[config.mk]
export PLATFORM = sky130hd
export DESIGN_NAME = alu
export DESIGN_NICKNAME = d
export VERILOG_FILES = /design/src/rtl/alu_pkg.sv /design/src/rtl/alu_addsub.sv /design/src/rtl/alu.sv
export SDC_FILE = /design/constraint.sdc
export NUM_CORES = 1
export LEC_CHECK = 0
export CORE_ASPECT_RATIO = 0.75
export CORE_MARGIN = 3
export CORE_UTILIZATION = 57
export DETAILED_ROUTE_END_ITERATION = 7
export PLACE_DENSITY_LB_ADDON = 0.12
export SYNTH_ARGS = -nofsm -noshare
export SYNTH_HDL_FRONTEND = slang
export SYNTH_HIERARCHICAL = 1
export SYNTH_SLANG_ARGS = --single-unit
[constraint.sdc]
create_clock -name clk -period 2.2 [get_ports clk]
set_clock_uncertainty 0.1 [all_clocks]
set_input_delay 0.55 -clock clk [delete_from_list [all_inputs] [get_ports clk]]
set_output_delay 0.55 -clock clk [all_outputs]
set_load 0.02 [all_outputs]
[src/rtl/alu_pkg.sv]
// alu_pkg
// Shared constants for the 8-bit ALU: the data width and the opcode encodings.
`timescale 1ns/1ps
package alu_pkg;

  localparam int DATA_W = 8;

  localparam logic [2:0] OP_ADD = 3'd0;
  localparam logic [2:0] OP_SUB = 3'd1;
  localparam logic [2:0] OP_AND = 3'd2;
  localparam logic [2:0] OP_OR  = 3'd3;
  localparam logic [2:0] OP_XOR = 3'd4;
  localparam logic [2:0] OP_NOT = 3'd5;
  localparam logic [2:0] OP_SHL = 3'd6;
  localparam logic [2:0] OP_SHR = 3'd7;

endpackage

[src/rtl/alu_addsub.sv]
// alu_addsub
// Combinational 8-bit adder/subtractor with carry and nibble-carry outputs.
//   a, b   : operands
//   sub    : 0 = a + b, 1 = a - b
//   sum    : low 8 bits of the result
//   cout   : carry out of bit 7 (add) or borrow, 1 when a < b (sub)
//   acout  : carry/borrow from bit 3 into bit 4
`timescale 1ns/1ps
module alu_addsub
  import alu_pkg::*;
(
  input  logic [DATA_W-1:0] a,
  input  logic [DATA_W-1:0] b,
  input  logic              sub,
  output logic [DATA_W-1:0] sum,
  output logic              cout,
  output logic              acout
);

  logic [DATA_W:0] w_full;

  // 9-bit zero-extended arithmetic: bit 8 is the carry, or the borrow on subtract.
  assign w_full = sub ? ({1'b0, a} - {1'b0, b}) : ({1'b0, a} + {1'b0, b});

  assign sum  = w_full[DATA_W-1:0];
  assign cout = w_full[DATA_W];

  // The carry (or borrow) entering bit 4 is recovered from the bit-4 sum:
  // s4 = a4 ^ b4 ^ in4 holds for both add and subtract.
  assign acout = a[4] ^ b[4] ^ w_full[4];

endmodule

[src/rtl/alu.sv]
// alu
// Registered 8-bit ALU with 8085-style flags. Result and flags are computed
// combinationally from the current inputs and loaded on every rising clk edge.
//   clk     : rising-edge clock
//   rst_n   : asynchronous active-low reset, clears all outputs
//   Opcode  : operation select (see alu_pkg)
//   Op1     : operand A
//   Op2     : operand B (ignored by NOT and the shifts)
//   Res     : registered result
//   C, AC   : registered carry/borrow and nibble carry/borrow
//   Z, S    : registered zero and sign of Res
`timescale 1ns/1ps
module alu
  import alu_pkg::*;
(
  input  logic              clk,
  input  logic              rst_n,
  input  logic [2:0]        Opcode,
  input  logic [DATA_W-1:0] Op1,
  input  logic [DATA_W-1:0] Op2,
  output logic [DATA_W-1:0] Res,
  output logic              C,
  output logic              AC,
  output logic              Z,
  output logic              S
);

  logic [DATA_W-1:0] w_sum;
  logic              w_cout;
  logic              w_acout;
  logic [DATA_W-1:0] w_res;
  logic              w_c;
  logic              w_ac;

  logic [DATA_W-1:0] r_res;
  logic              r_c;
  logic              r_ac;
  logic              r_z;
  logic              r_s;

  alu_addsub u_addsub (
    .a     (Op1),
    .b     (Op2),
    .sub   (Opcode == OP_SUB),
    .sum   (w_sum),
    .cout  (w_cout),
    .acout (w_acout)
  );

  always_comb begin
    w_res = '0;
    w_c   = 1'b0;
    w_ac  = 1'b0;
    case (Opcode)
      OP_ADD, OP_SUB: begin
        w_res = w_sum;
        w_c   = w_cout;
        w_ac  = w_acout;
      end
      OP_AND: w_res = Op1 & Op2;
      OP_OR:  w_res = Op1 | Op2;
      OP_XOR: w_res = Op1 ^ Op2;
      OP_NOT: w_res = ~Op1;
      OP_SHL: begin
        w_res = {Op1[DATA_W-2:0], 1'b0};
        w_c   = Op1[DATA_W-1];
      end
      OP_SHR: begin
        w_res = {1'b0, Op1[DATA_W-1:1]};
        w_c   = Op1[0];
      end
      default: begin
        w_res = '0;
        w_c   = 1'b0;
      end
    endcase
  end

  // Z resets to 0 even though a zero result would normally set it.
  always_ff @(posedge clk or negedge rst_n) begin
    if (!rst_n) begin
      r_res <= '0;
      r_c   <= 1'b0;
      r_ac  <= 1'b0;
      r_z   <= 1'b0;
      r_s   <= 1'b0;
    end else begin
      r_res <= w_res;
      r_c   <= w_c;
      r_ac  <= w_ac;
      r_z   <= (w_res == '0);
      r_s   <= w_res[DATA_W-1];
    end
  end

  assign Res = r_res;
  assign C   = r_c;
  assign AC  = r_ac;
  assign Z   = r_z;
  assign S   = r_s;

endmodule

==> out/qor.yml, run 1 <==
postSynthAreaPerCell_um2: 7.89
yosys.area.top_type: "ha_1"
synth_edf_count: 0
synthesis.nets: 261
failed_stage: "global routing"
io_pins: 33
die_y_um: 53.1
yosysWarnings: 6
cts.sinks: 11
hpwlAfterDp_um: 4230
grt_max_degree: 34
die_w_um: 68.8
synth_seq_area_share: 0.163
synth_top_family_by_area: "adder cells"
clockBufferDepth: 2
toolErrorMsg: "[ERROR DPL-0038] Utilization greater than 100%, impossible to legalize"
portBuffers: 32
synth_fa_ha_area_frac: 0.197
synthArstFlopShare: 1.00
rows: 16
initial_utilization: 0.620
ys_ff_latch: 11
cts_root_buffer: "clkbuf_8"
synth_compound_area_frac: 0.193
syn_area_um2: 1690
cts-buffers-inserted: 3
place_congestion: 0.866
cts-htree-levels: 1
synth_cell_types: 50
synth_commonest_cells: "26 x inv_1, 25 x ha_1, 22 x a21oi_1, 22 x nor2_1, 11 x dfrtp_1"
synth-simple-area-share: 0.188
synthMuxAreaShare: 0.0815
endpoint_type: "register input"
synth_top_area_frac: 0.185
synthCells: 214
synth_top_flop_cell: "dfrtp_1"
outcome: "aborted with a tool error"
cts_hold_buf: 0
worst_endpoint: "Z$_DFF_PN0_/D"
synth-xor-area-share: 0.0808
synth.area.top_cells: "ha_1 19%, dfrtp_1 16%, a21oi_1 6.5%, inv_1 5.8%, nor2_1 4.9%"
yosysMostFrequentCell: "inv_1"
logic make-up after synthesis:
logic type | Yosys count
AOI/OAI and AO/OA | 54
xor gates and xnor gates | 14
adders and majority gates | 26
buffers and inverters | 38
DFF | 11
muxes | 12
and+or+nand+nor | 59
through the flow:
step	hold slack, ns	instances	cell area (um2)	setup WS (ns)
3_3_place_gp	0.788	319	2390	-1.29
4_1_cts	0.566	332	2580	-0.672
3_5_place_dp	0.818	319	2390	-1.38
2_1_floorplan	0.154	214	1750	-0.970
timing repair:
action                                  CTS
endpoints found under the hold margin     0
endpoints found under the setup margin   10
pin swaps                                38
buffers inserted                         10
gates resized for setup                  50
==> inputs of run 2 (changes only) <==
Settings changed: CORE_ASPECT_RATIO 0.75 to not set, CORE_UTILIZATION 57 to 40, PLACE_DENSITY_LB_ADDON 0.12 to 0.15.
==> out/qor.yml, run 2 <==
synth_top_flop_cell: "dfrtp_1"
first_iter_violations: 77
initial_utilization: 0.438  # -0.182
cts-buffers-inserted: 3  # unchanged
die_y_um: 71.0  # +34%
synth.area.top_cells: "ha_1 19%, dfrtp_1 16%, a21oi_1 6.5%, inv_1 5.8%, nor2_1 4.9%"
syn_area_um2: 1690  # unchanged
num_antenna_cells: 0
firstDrtPassIters: 4
clkPwrFrac: 0.161
grt_antenna_before_repair: 0
die_w_um: 71.0  # +3.1%
routed_wirelength_um: 4740
drc: 0
grt_util_all_layers: 0.191
drv_slew: 0
synth_cell_types: 50  # unchanged
met1_usage: 0.241
die_area_um2: 5040
cts-htree-levels: 1  # unchanged
drv_cap: 0
p_leak_nw: 1.34
hold_viol_final: 0
largest_reg_flops: 8
wl_per_cell_um: 13.6
clockBufferDepth: 2  # unchanged
synth_commonest_cells: "26 x inv_1, 25 x ha_1, 22 x a21oi_1, 22 x nor2_1, 11 x dfrtp_1"
p_seq_frac: 0.196
whs_ns: 0.528
critPathKind: "input port to register"
cts.sinks: 11  # unchanged
fill_cells: 313
p_int_mw: 0.775
slew_headroom: 0.705
synthesis.nets: 261  # unchanged
slowest_stage: "fa_2"
via_per_inst: 5.05
core_area_um2: 3850
fmax_ghz: 0.358
layout_commonest_cell: "buf_4"
rows: 22  # +6
hpwlAfterDp_um: 3560  # -16%
period_minus_slack_ns: 2.79
postSynthAreaPerCell_um2: 7.89  # unchanged
grt_pass1_wl_um: 7810
cp.required_ns: 2.27
ant_nets: 0
start_kind: "input port"
setup_slack_ns: -0.591
yosysMostFrequentCell: "inv_1"
outcome: "complete, but fails checks"
setup_viol: 9
use_met3: 0.0142
cts_root_buffer: "clkbuf_8"
synth_seq_area_share: 0.163  # unchanged
ys_ff_latch: 11  # unchanged
synth_top_area_frac: 0.185  # unchanged
synthArstFlopShare: 1.00  # unchanged
violations: "setup timing"
synth_edf_count: 0  # unchanged
yosysWarnings: 6  # unchanged
grt_pass1_vias: 1704
p_sw_frac: 0.357
portBuffers: 32  # unchanged
area.growth.synth_to_final_pct: 62.0
tightest_slew_ns: 0.441
rsz0062_at_grt: "true"
vias: 1763
pwr_density_cell_nw_per_um2: 441
critical_path_peak_fanout: 2
crit_arrival_ns: 2.86
final_util: 0.710
final_cell_mix: "53 x buf_4, 24 x inv_1, 22 x clkdlybuf4s50_1"
p_comb_frac: 0.642
place_congestion: 0.883  # +1.9%
end_kind: "register"
gr-max-usage-layer: "met2"
irDropWorstVdd_v: 0.000192
max_stage_delay_ns: 0.42
synthCells: 214  # unchanged
layout-drive-gt1-share: 0.365
met2_usage: 0.345
overflow: 0
io_pins: 33  # unchanged
period_share: 1.27
power.switching_mw: 0.431
yosys.area.top_type: "ha_1"
path_cells: "buf_2 -> inv_1 -> ha_4 -> mux2_4 -> fa_2 -> buf_4 -> buf_6 -> xnor2_1 -> nor2_1 -> a21oi_1 -> o211a_2 -> nor3_2 -> and4bb_1"
hold_class: "input port to async pin"
final_nets: 349
clk_pin_slew_ns: 0.05
grt_max_degree: 34
finalPower_mw: 1.21
cts_tree: "done"
-- run 2: power groups by stage --
stage               Combinational [mW]  Clock, mW  Sequential [mW]
floorplan                        0.331          0            0.280
global route                     0.837      0.214            0.240
global placement                 0.645          0            0.240
CTS                              0.735      0.196            0.237
finish                           0.775      0.194            0.237
detailed placement               0.653          0            0.240
-- run 2: path summary, 6_finish.rpt --
kind                       slack [ns]     end  depth (start not counted)      start
max in group asynchronous        1.17  Res[5]                          1      rst_n
min                              0.53  Res[7]                          1      rst_n
min in group clk                 0.62       C                          5  Opcode[2]
max                             -0.59       Z                         13     Op2[1]
-- run 2: routing by layer --
metal,vias up,wire [um]
met2,40,2360
met4,0,72
met3,8,169
met1,811,2140
li1,904,-
met5,-,0
-- run 2: worst max-delay path, delay by kind of cell --
kind / cells / cell delay, ns
buffers and inverters: 4 / 0.46
adders and majority gates: 2 / 0.63
and+or+nand+nor: 3 / 0.47
muxes: 1 / 0.29
AOI/OAI and AO/OA: 2 / 0.37
xor gates and xnor gates: 1 / 0.12
-- run 2: repair_timing --
item,CTS,global route
gates resized for setup,66,7
setup endpoints to repair,11,10
gates cloned,0,0
hold buffers,0,0
hold endpoints to repair,0,0
pin swaps,36,21
buffers inserted,9,5
-- run 2: logic make-up (layout without fill, tap and decap cells) --
| logic type | count (synthesis) | in the layout | share of synthesized area |
|---|---|---|---|
| compound gates | 54 | 54 | 0.193 |
| fa+ha+maj | 26 | 26 | 0.197 |
| mux | 12 | 12 | 0.0815 |
| buf+inv | 38 | 125 | 0.0964 |
| xor+xnor | 14 | 14 | 0.0808 |
| simple gates | 59 | 59 | 0.188 |
| flops | 11 | 11 | 0.163 |
-- run 2: metrics by stage --
step | cell area [um2] | TNS (ns) | setup slack, ns | std cells
after floorplan | 1750 | -6.19 | -0.970 | 214
after global placement | 2400 | -9.21 | -1.19 | 331
after detailed placement | 2400 | -9.43 | -1.22 | 331
after CTS | 2670 | -2.90 | -0.560 | 344
after global routing | 2740 | -3.99 | -0.745 | 349
final | 2740 | -3.20 | -0.591 | 349
-- run 2: final cells by class --
| type | instances | area, um2 | area share |
|---|---|---|---|
| clock buffers | 4 | 45.0 | 0.0165 |
| inverters | 27 | 101 | 0.0371 |
| well taps | 48 | 60.1 | 0.0220 |
| repair buffers | 94 | 823 | 0.301 |
| multi-input cells | 165 | 1430 | 0.523 |
| flip-flops and latches | 11 | 275 | 0.101 |
(Power assumes the default switching activity.)
==> inputs of run 3 (changes only) <==
Settings changed: HOLD_SLACK_MARGIN set to 0.15.
==> results of run 3 <==
No change in the layout: final DEF, timing and power equal those of run 2.
